[src/rtl/seg_pkg.sv]
// Shared types and constants for the countdown display stage: converter
// states, blank pattern, digit-enable reset value and the 7-segment digit LUT.
package seg_pkg;

    typedef enum logic [1:0] {
        IDLE,
        SHIFT,
        DONE
    } conv_state_t;

    localparam logic [6:0] SEG_BLANK = 7'b1111111;
    localparam logic [2:0] AN_RESET  = 3'b110;

    // Active-low {g,f,e,d,c,b,a}; codes above 9 cannot come out of the converter
    function automatic logic [6:0] seg_decode(input logic [3:0] nibble);
        logic [6:0] pattern;
        case (nibble)
            4'd0:    pattern = 7'b1000000;
            4'd1:    pattern = 7'b1111001;
            4'd2:    pattern = 7'b0100100;
            4'd3:    pattern = 7'b0110000;
            4'd4:    pattern = 7'b0011001;
            4'd5:    pattern = 7'b0010010;
            4'd6:    pattern = 7'b0000010;
            4'd7:    pattern = 7'b1111000;
            4'd8:    pattern = 7'b0000000;
            4'd9:    pattern = 7'b0010000;
            default: pattern = SEG_BLANK;
        endcase
        return pattern;
    endfunction

endpackage

[src/rtl/bin2bcd_seq.sv]
// Sequential double-dabble converter: 8-bit binary to three BCD digits,
// one shift per cycle, with a memory of the last accepted value.
module bin2bcd_seq
    import seg_pkg::*;
(
    input  logic        clk,
    input  logic        rst,
    input  logic        start,
    input  logic [7:0]  din,
    output logic        busy,
    output logic [11:0] bcd
);

    conv_state_t state, next_state;
    logic [19:0] shift_reg;
    logic [19:0] shift_adj;
    logic [2:0]  bit_cnt;
    logic [7:0]  last_num;
    logic        load;

    // A value already shown is not reconverted
    assign load = (state == IDLE) && start && (din != last_num);
    assign busy = (state != IDLE);

    always_comb begin
        shift_adj = shift_reg;
        for (int i = 0; i < 3; i++) begin
            if (shift_reg[8 + 4*i +: 4] >= 4'd5)
                shift_adj[8 + 4*i +: 4] = shift_reg[8 + 4*i +: 4] + 4'd3;
        end
    end

    always_comb begin
        next_state = state;
        case (state)
            IDLE:    if (load) next_state = SHIFT;
            SHIFT:   if (bit_cnt == 3'd7) next_state = DONE;
            DONE:    next_state = IDLE;
            default: next_state = IDLE;
        endcase
    end

    always_ff @(posedge clk) begin
        if (rst) begin
            state     <= IDLE;
            shift_reg <= '0;
            bit_cnt   <= '0;
            last_num  <= '0;
            bcd       <= '0;
        end else begin
            state <= next_state;
            case (state)
                IDLE: begin
                    if (load) begin
                        shift_reg <= {12'b0, din};
                        last_num  <= din;
                        bit_cnt   <= '0;
                    end
                end
                SHIFT: begin
                    shift_reg <= shift_adj << 1;
                    bit_cnt   <= bit_cnt + 3'd1;
                end
                DONE:    bcd <= shift_reg[19:8];
                default: ;
            endcase
        end
    end

endmodule

[src/rtl/seg_scan_driver.sv]
// Countdown display driver: input glitch filter, BCD conversion and 3-digit
// common-anode scan. Define SEG_BLANK_EN for leading-zero blanking.
module seg_scan_driver
    import seg_pkg::*;
#(
    parameter int unsigned SCAN_DIV = 1000
) (
    input  logic        clk,
    input  logic        rst,
    input  logic [7:0]  num_in,
    output logic [6:0]  seg,
    output logic [2:0]  an,
    output logic        busy,
    output logic [11:0] bcd
);

    localparam logic [15:0] PRESC_TC = 16'(SCAN_DIV - 1);

    logic [7:0]  num_q;
    logic [15:0] presc;
    logic [1:0]  digit_idx;
    logic [3:0]  nibble;
    logic [6:0]  seg_next;
    logic [2:0]  an_next;

    bin2bcd_seq u_conv (
        .clk   (clk),
        .rst   (rst),
        .start (num_in == num_q),
        .din   (num_in),
        .busy  (busy),
        .bcd   (bcd)
    );

    always_ff @(posedge clk) begin
        if (rst) begin
            num_q     <= '0;
            presc     <= '0;
            digit_idx <= '0;
        end else begin
            num_q <= num_in;
            if (presc == PRESC_TC) begin
                presc     <= '0;
                digit_idx <= (digit_idx == 2'd2) ? 2'd0 : digit_idx + 2'd1;
            end else begin
                presc <= presc + 16'd1;
            end
        end
    end

    always_comb begin
        nibble  = bcd[3:0];
        an_next = AN_RESET;
        case (digit_idx)
            2'd1: begin
                nibble  = bcd[7:4];
                an_next = 3'b101;
            end
            2'd2: begin
                nibble  = bcd[11:8];
                an_next = 3'b011;
            end
            default: ;
        endcase
        seg_next = seg_decode(nibble);
`ifdef SEG_BLANK_EN
        // Leading zeros go dark; the units digit always shows
        if (digit_idx == 2'd2 && bcd[11:8] == 4'd0)
            seg_next = SEG_BLANK;
        if (digit_idx == 2'd1 && bcd[11:4] == 8'd0)
            seg_next = SEG_BLANK;
`endif
    end

    always_ff @(posedge clk) begin
        if (rst) begin
            seg <= 7'b1000000;
            an  <= AN_RESET;
        end else begin
            seg <= seg_next;
            an  <= an_next;
        end
    end

endmodule

[config.mk]
export PLATFORM = sky130hd
export DESIGN_NAME = seg_scan_driver
export DESIGN_NICKNAME = d
export VERILOG_FILES = /design/src/rtl/seg_pkg.sv /design/src/rtl/bin2bcd_seq.sv /design/src/rtl/seg_scan_driver.sv
export SDC_FILE = /design/constraint.sdc
export NUM_CORES = 1
export LEC_CHECK = 0
export ABC_AREA = 0
export CAP_MARGIN = 10
export CELL_PAD_IN_SITES_DETAIL_PLACEMENT = 0
export CELL_PAD_IN_SITES_GLOBAL_PLACEMENT = 1
export CORE_MARGIN = 3
export CORE_UTILIZATION = 47
export DETAILED_ROUTE_END_ITERATION = 6
export PLACE_DENSITY = 0.85
export SYNTH_ARGS = -nofsm -noshare
export SYNTH_HDL_FRONTEND = slang
export SYNTH_SLANG_ARGS = --single-unit
[constraint.sdc]
create_clock -name clk -period 4.7 [get_ports clk]
set_input_delay 0.705 -clock clk [delete_from_list [all_inputs] [get_ports clk]]
set_output_delay 0.705 -clock clk [all_outputs]
set_load 0.01 [all_outputs]
==> impl_results.md, run 1 <==
- Syn avg cell area: ~8.6 sq um
- Vias in the first global route: about 2,700
- Initial antenna violation count: 0
- Clock latency at the later pin of the worst-skew pair: 0.34 ns
- Synth top area cells: dfxtp_1 45%, xor2_1 6.3%, a21oi_1 5.8%
- Final Power: around 0.0013 W
- Gate Count Post-Synth: between 400 and 500
- P_int: approximately 0.001 W
- H-tree depth: 3
- GRT Residual Overflow: 0
- Half-perimeter wire length after placement: between 4000 and 5000 microns
- Outcome: completed
- Worst r2r path cells: 5
- ANT nets after route: 0
- Final min period: slightly below 3 ns
- Pwr/cell area: between 300 and 400 mW/mm^2
- Synth Warn #: 0
- Layout cells sized above 1: 5.16%
- Clock share of power: 41.3%
- Final core utilization: approximately 57%
- Slew headroom: a little under 30%
- Library cells used by synthesis: 34
- Die Wd: 93.7 microns
- Crit path required time: approximately 5 ns
- Seq pwr share: between 50% and 60%
- Area Growth Syn to Fin: 15.5%
- CP Class: in2reg
- Sw Pwr: between 0.0002 and 0.0003 W
- # diodes: 0
- Final setup fails: 0
- I/O pin count: 33
- Crit path buf inv count: 1
- Core ar.: between 0.007 and 0.008 sq mm
- Fmax: roughly 340 MHz
- Hold-fix buffer count after cts: 0
- Filler cell count: 699
- DRC: 0
- Asr flop ratio synth: 0%
- Post-Route WL: between 7000 and 8000 microns
- Clk buf depth: 2
- Largest net degree at the start of global routing: between 60 and 70
- Placer Congestion: roughly 0.80
- Die area: between 0.008 and 0.009 sq mm
- Reg-to-Reg Start: num_q[4]
- Hold path depth: 1
- Slowest stage cell on the critical path: nand3_1
- Via density: between 5 and 6
- Clock transition at path regs: approximately 0.08 ns
- CTS Root Cell: clkbuf_8
- Global-route wire length before repair: 12,500 microns
- Site row count: 31
- Crit path arrival time: roughly 3.1 ns
- FF+latch count, synth: 81
- Combinational fraction of design power: 3.4%
- Initial Utilization: between 40% and 50%
- CP Cell Sequence: clkdlybuf4s50_1 -> xor2_1 -> nor4_1 -> nand3_1 -> o21ai_0 -> a311oi_1
- WL/cell: roughly 13 microns
- Lkg Pwr: roughly 1.5 nW
- Synth Cell Area: roughly 0.0036 sq mm
- Startpoint types: primary input
- Max-slew violation count: 0
- RSZ-0062 raised after global routing: false
- Tightest hold margin: around 0.45 ns
- TritonCTS clock tree: yes
- Hold Path Sink: presc[0]
- Reg2reg end: u_conv.shift_reg[2]
- Cell family with most CP delay: simple AND/OR/NAND/NOR gates
- Syn nets: approximately 450
- Total vias in the final route: ~2,900
- Hold path startpoint: presc[0]
- R2R Setup Slk: 2.36 ns
- Prevailing post-synth register cell: dfxtp_1
- Worst VDD drop: between 150 and 200 uV
- Final hold vios: 0
- EDFF count, synth: 0
- Maximum Capacitance Violations: 0
- Synth top area share: 44.8%
- Global-route usage over all layers: between 10% and 20%
- Switching Share: between 20% and 30%
- Slew @ Worst Pin: between 1 and 1.5 ns
- Worst clock skew: ~0.01 ns
- Hold Crit Class: reg2reg
- Area leader, netlist: dfxtp_1
- Die Height: 93.7 microns
- Setup crit end kind: register
- Clock sink count: between 80 and 90
- Crit-path max FO: 31
- Multi-input gate area: 0.00185 sq mm
- CP peak stage delay: 0.80 ns
- First-pass DRT Iterations: 4
- # nets final: roughly 470
- Sequential share of the synthesized area: 44.8%
- Largest register FFs: 20
- I/O Buffers: 32
- Inserted Clock Buffers: 9
- Postcts setup bufs: 0
- TNS Setup: 0 ns
- Cts repair resizes: 0
- DR iter-0 viols: approximately 110
- Reg area: about 0.0016 sq mm
- Period utilization: between 60% and 70%
==> worst max path at each step <==
stage	start	endpoint	slack [ns]	depth (start not counted)
4_1_cts	num_in[4]	u_conv.shift_reg[2]	1.75	6
3_3_place_gp	num_in[1]	u_conv.shift_reg[1]	1.48	6
3_5_place_dp	num_in[4]	u_conv.shift_reg[2]	1.39	6
5_1_grt	num_in[4]	u_conv.shift_reg[2]	1.44	6
6_report	num_in[1]	u_conv.shift_reg[2]	1.79	6
2_1_floorplan	digit_idx[0]	seg[3]	2.65	8
==> Yosys cell counts (4+ instances only) <==
cell and instances:
a21oi_1 42, nor2_1 39, a21o_1 4, nor3_1 4
nand2_1 41, inv_1 13, a31oi_1 4, o211ai_1 19
xor2_1 26, dfxtp_1 81, ha_1 16, nor4_1 5
o21ai_0 20, a311oi_1 7, nand3_1 23, a22oi_1 4
nor2b_1 11, clkbuf_1 16, xnor2_1 10, nand2b_1 8
==> through the flow <==
step | worst slack (ns) | cell area (sq um) | cells
after global routing | 1.44 | 4180 | 545
after detailed placement | 1.39 | 3970 | 529
after floorplan | 2.65 | 3620 | 419
after global placement | 1.48 | 3970 | 529
after CTS | 1.75 | 4180 | 545
final | 1.79 | 4180 | 545
==> routing by layer <==
layer | track usage [%] | routed length (microns) | part of all wire, %
met2 | 28.1 | 3330 | 46
met1 | 23.3 | 3580 | 50
met4 | 8.66 | 120 | 1.7
met3 | 3.13 | 140 | 2.0
met5 | 0 | 0 | 0
==> layout by cell type (no fill, tap or decap), drive strengths merged, types with 11 or more instances in the layout <==
cell type,n
nand3,23
clkbuf,11
inv,13
a21oi,42
xor2,26
ha,16
dfxtp,81
o211ai,19
o21ai,20
nor2,39
nand2,41
clkdlybuf4s50,31
nor2b,11
==> kinds of logic after synthesis <==
family	after synthesis	synth area share, %
AND/OR/NAND/NOR	145	19.1
AO/OA/AOI/OAI	103	17.2
flip-flops	81	44.8
XOR/XNOR	36	8.72
buffers and inverters	36	4.05
adder cells (fa/ha/maj)	16	5.54
multiplexers	2	0.554
==> worst register-to-register path: stages (launching register included) <==
cell,delay [ns]
dfxtp_1,0.32
xor2_1,0.14
nor4_1,0.35
nand3_1,0.80
o21ai_0,0.43
a311oi_1,0.13
==> final cells by class <==
| cell class | instances | area share, % |
|---|---|---|
| clock buffer | 11 | 3.62 |
| clock inverter | 5 | 1.29 |
| inverter | 13 | 1.17 |
| multi-input combinational | 302 | 44.2 |
| sequential | 81 | 38.8 |
| tap | 99 | 2.96 |
| timing repair buffer | 34 | 7.91 |
==> power by group through the flow <==
stage	clock network, W	registers, W	logic [W]
3_5_place_dp	0	0.000713	0.0000431
6_report	0.000519	0.000696	0.0000426
2_1_floorplan	0	0.000712	0.0000274
5_1_grt	0.000570	0.000697	0.0000479
4_1_cts	0.000536	0.000696	0.0000433
3_3_place_gp	0	0.000712	0.0000428
No activity file was read; power rests on OpenSTA's default activity.
==> inputs of run 2 (changes only) <==
- CORE_UTILIZATION: 47 -> 43
- PLACE_DENSITY: 0.85 -> 0.79
- clock period: 4.7 -> 2.8 ns (I/O delays scaled with it)
==> impl_results.md, run 2 (synthesis gave the netlist of run 1 again) <==
- Outcome: completed
- Vias in the first global route: approximately 2,700
- DRC: 0
- Max-slew violation count: 0
- I/O pin count: 33
- Hold path startpoint: presc[0]
- Clock latency at the later pin of the worst-skew pair: ~0.35 ns
- Final hold vios: 0
- WL/cell: around 13 microns
- First-pass DRT Iterations: 4
- Combinational fraction of design power: between 3 and 4%
- Inserted Clock Buffers: 9
- Setup crit end kind: register
- Filler cell count: 761
- Worst clock skew: about 0.013 ns
- Reg2reg end: seg[4]
- Hold Crit Class: reg2reg
- Design area: between 0.004 and 0.005 sq mm
- Total vias in the final route: 2,891
- Multi-input gate area: ~0.0018 sq mm
- H-tree depth: 3
- TNS Setup: 0 ns
- Crit path required time: slightly above 3 ns
- Final setup fails: 0
- Period utilization: 80.1%
- P_int: between 0.0015 and 0.002 W
- Half-perimeter wire length after placement: between 5000 and 6000 microns
- DR iter-0 viols: 132
- Clock share of power: between 40% and 50%
- Hold-fix buffer count after cts: 0
- Hold Path Sink: presc[0]
- Final min period: between 2 and 2.5 ns
- Largest register FFs: 20
- Cts repair resizes: 0
- RSZ-0062 raised after global routing: false
- Commonest non-fill, non-tap cells in the layout: 81 x dfxtp_1, 42 x a21oi_1, 41 x nand2_1
- Postcts setup bufs: 0
- Initial Utilization: 45.6%
- Slew @ Worst Pin: approximately 0.77 ns
- Worst r2r path cells: 6
- Via density: about 5.2
- Clk buf depth: 2
- Seq pwr share: 53.2%
- Pwr/cell area: just over 500 mW/mm^2
- Worst VDD drop: approximately 280 uV
- Placer Congestion: roughly 0.75
- Layout cells sized above 1: approximately 6.6%
- # diodes: 0
- CP Class: in2reg
- GRT Residual Overflow: 0
- Global-route usage over all layers: between 10% and 20%
- Tightest hold margin: 0.450 ns
- Largest net degree at the start of global routing: 32
- Clock sink count: a little over 80
- Startpoint types: primary input
- Final core utilization: 53.7%
- Reg area: approximately 0.0016 sq mm
- R2R Setup Slk: between 0.7 and 0.8 ns
- Commonest non-fill, non-tap cell in the layout: dfxtp_1
- # nets final: 474
- Initial antenna violation count: 0
- Hold path depth: 1
- Post-Route WL: roughly 7300 microns
- Die Wd: between 90 and 100 microns
- TritonCTS clock tree: yes
- Fmax: approximately 450 MHz
- Crit-path max FO: 18
- Global-route wire length before repair: 12,500 microns
- Site row count: 32
- Crit path arrival time: 2.52 ns
- Placed inst area: between 0.004 and 0.005 sq mm
- ANT nets after route: 0
- CTS Root Cell: clkbuf_8
- Setup ws final: about 0.56 ns
- Area Growth Syn to Fin: 17.8%
- Sw Pwr: approximately 0.00048 W
- Slew headroom: around half
- Switching Share: a little over a fifth
- Lkg Pwr: 1.57 nW
- Clock transition at path regs: around 0.08 ns
- Core ar.: 0.00793 sq mm
- Maximum Capacitance Violations: 0
- Die area: 0.00955 sq mm
- I/O Buffers: 32
- Reg-to-Reg Start: digit_idx[0]
- Die Height: roughly 98 microns
- Pre-CTS WS: 0.200 ns
==> run 2: power by group through the flow <==
| stage | combinational (W) | sequential (W) | clock (W) |
|---|---|---|---|
| floorplan | 0.0000460 | 0.00119 | 0 |
| global placement | 0.0000738 | 0.00120 | 0 |
| detailed placement | 0.0000739 | 0.00120 | 0 |
| CTS | 0.0000742 | 0.00117 | 0.000987 |
| global route | 0.0000827 | 0.00117 | 0.00103 |
| finish | 0.0000733 | 0.00117 | 0.000957 |
==> run 2: worst max-delay path, stage by stage <==
cell	delay [ns]
clkdlybuf4s50_1	0.48
xor2_1	0.17
nor4_1	0.38
and2_1	0.56
buf_4	0.26
o211ai_1	0.09
a21oi_1	0.16
==> run 2: worst max path at each step <==
stage,from,to,slack (ns),cells after the start
floorplan,digit_idx[0],seg[3],0.75,8
global placement,num_in[1],u_conv.shift_reg[10],0.28,7
detailed placement,num_in[1],u_conv.shift_reg[14],0.20,7
CTS,num_in[1],u_conv.shift_reg[12],0.55,7
global route,num_in[1],u_conv.shift_reg[7],0.27,6
finish,num_in[1],u_conv.shift_reg[12],0.56,7
==> run 2: final cells by class <==
type | count | share of cell area [%]
clock inverters | 6 | 2.15
multi-input cells | 302 | 43.4
flip-flops and latches | 81 | 38.1
well taps | 102 | 3.00
clock buffers | 10 | 3.23
inverters | 13 | 1.15
repair buffers | 41 | 8.99
==> run 2: layer usage <==
layer / vias to the layer above / global-route usage [%] / part of all wire, %
met2: 33 / 25.0 / 46
met1: 1342 / 20.6 / 49
met5: - / 0 / 0
li1: 1508 / - / -
met3: 8 / 3.95 / 3.5
met4: 0 / 5.96 / 1.3
==> run 2: metrics by stage <==
step | power (W) | cells
finish | 0.00220 | 555
global route | 0.00228 | 555
CTS | 0.00223 | 555
detailed placement | 0.00127 | 539
global placement | 0.00127 | 539
floorplan | 0.00124 | 419
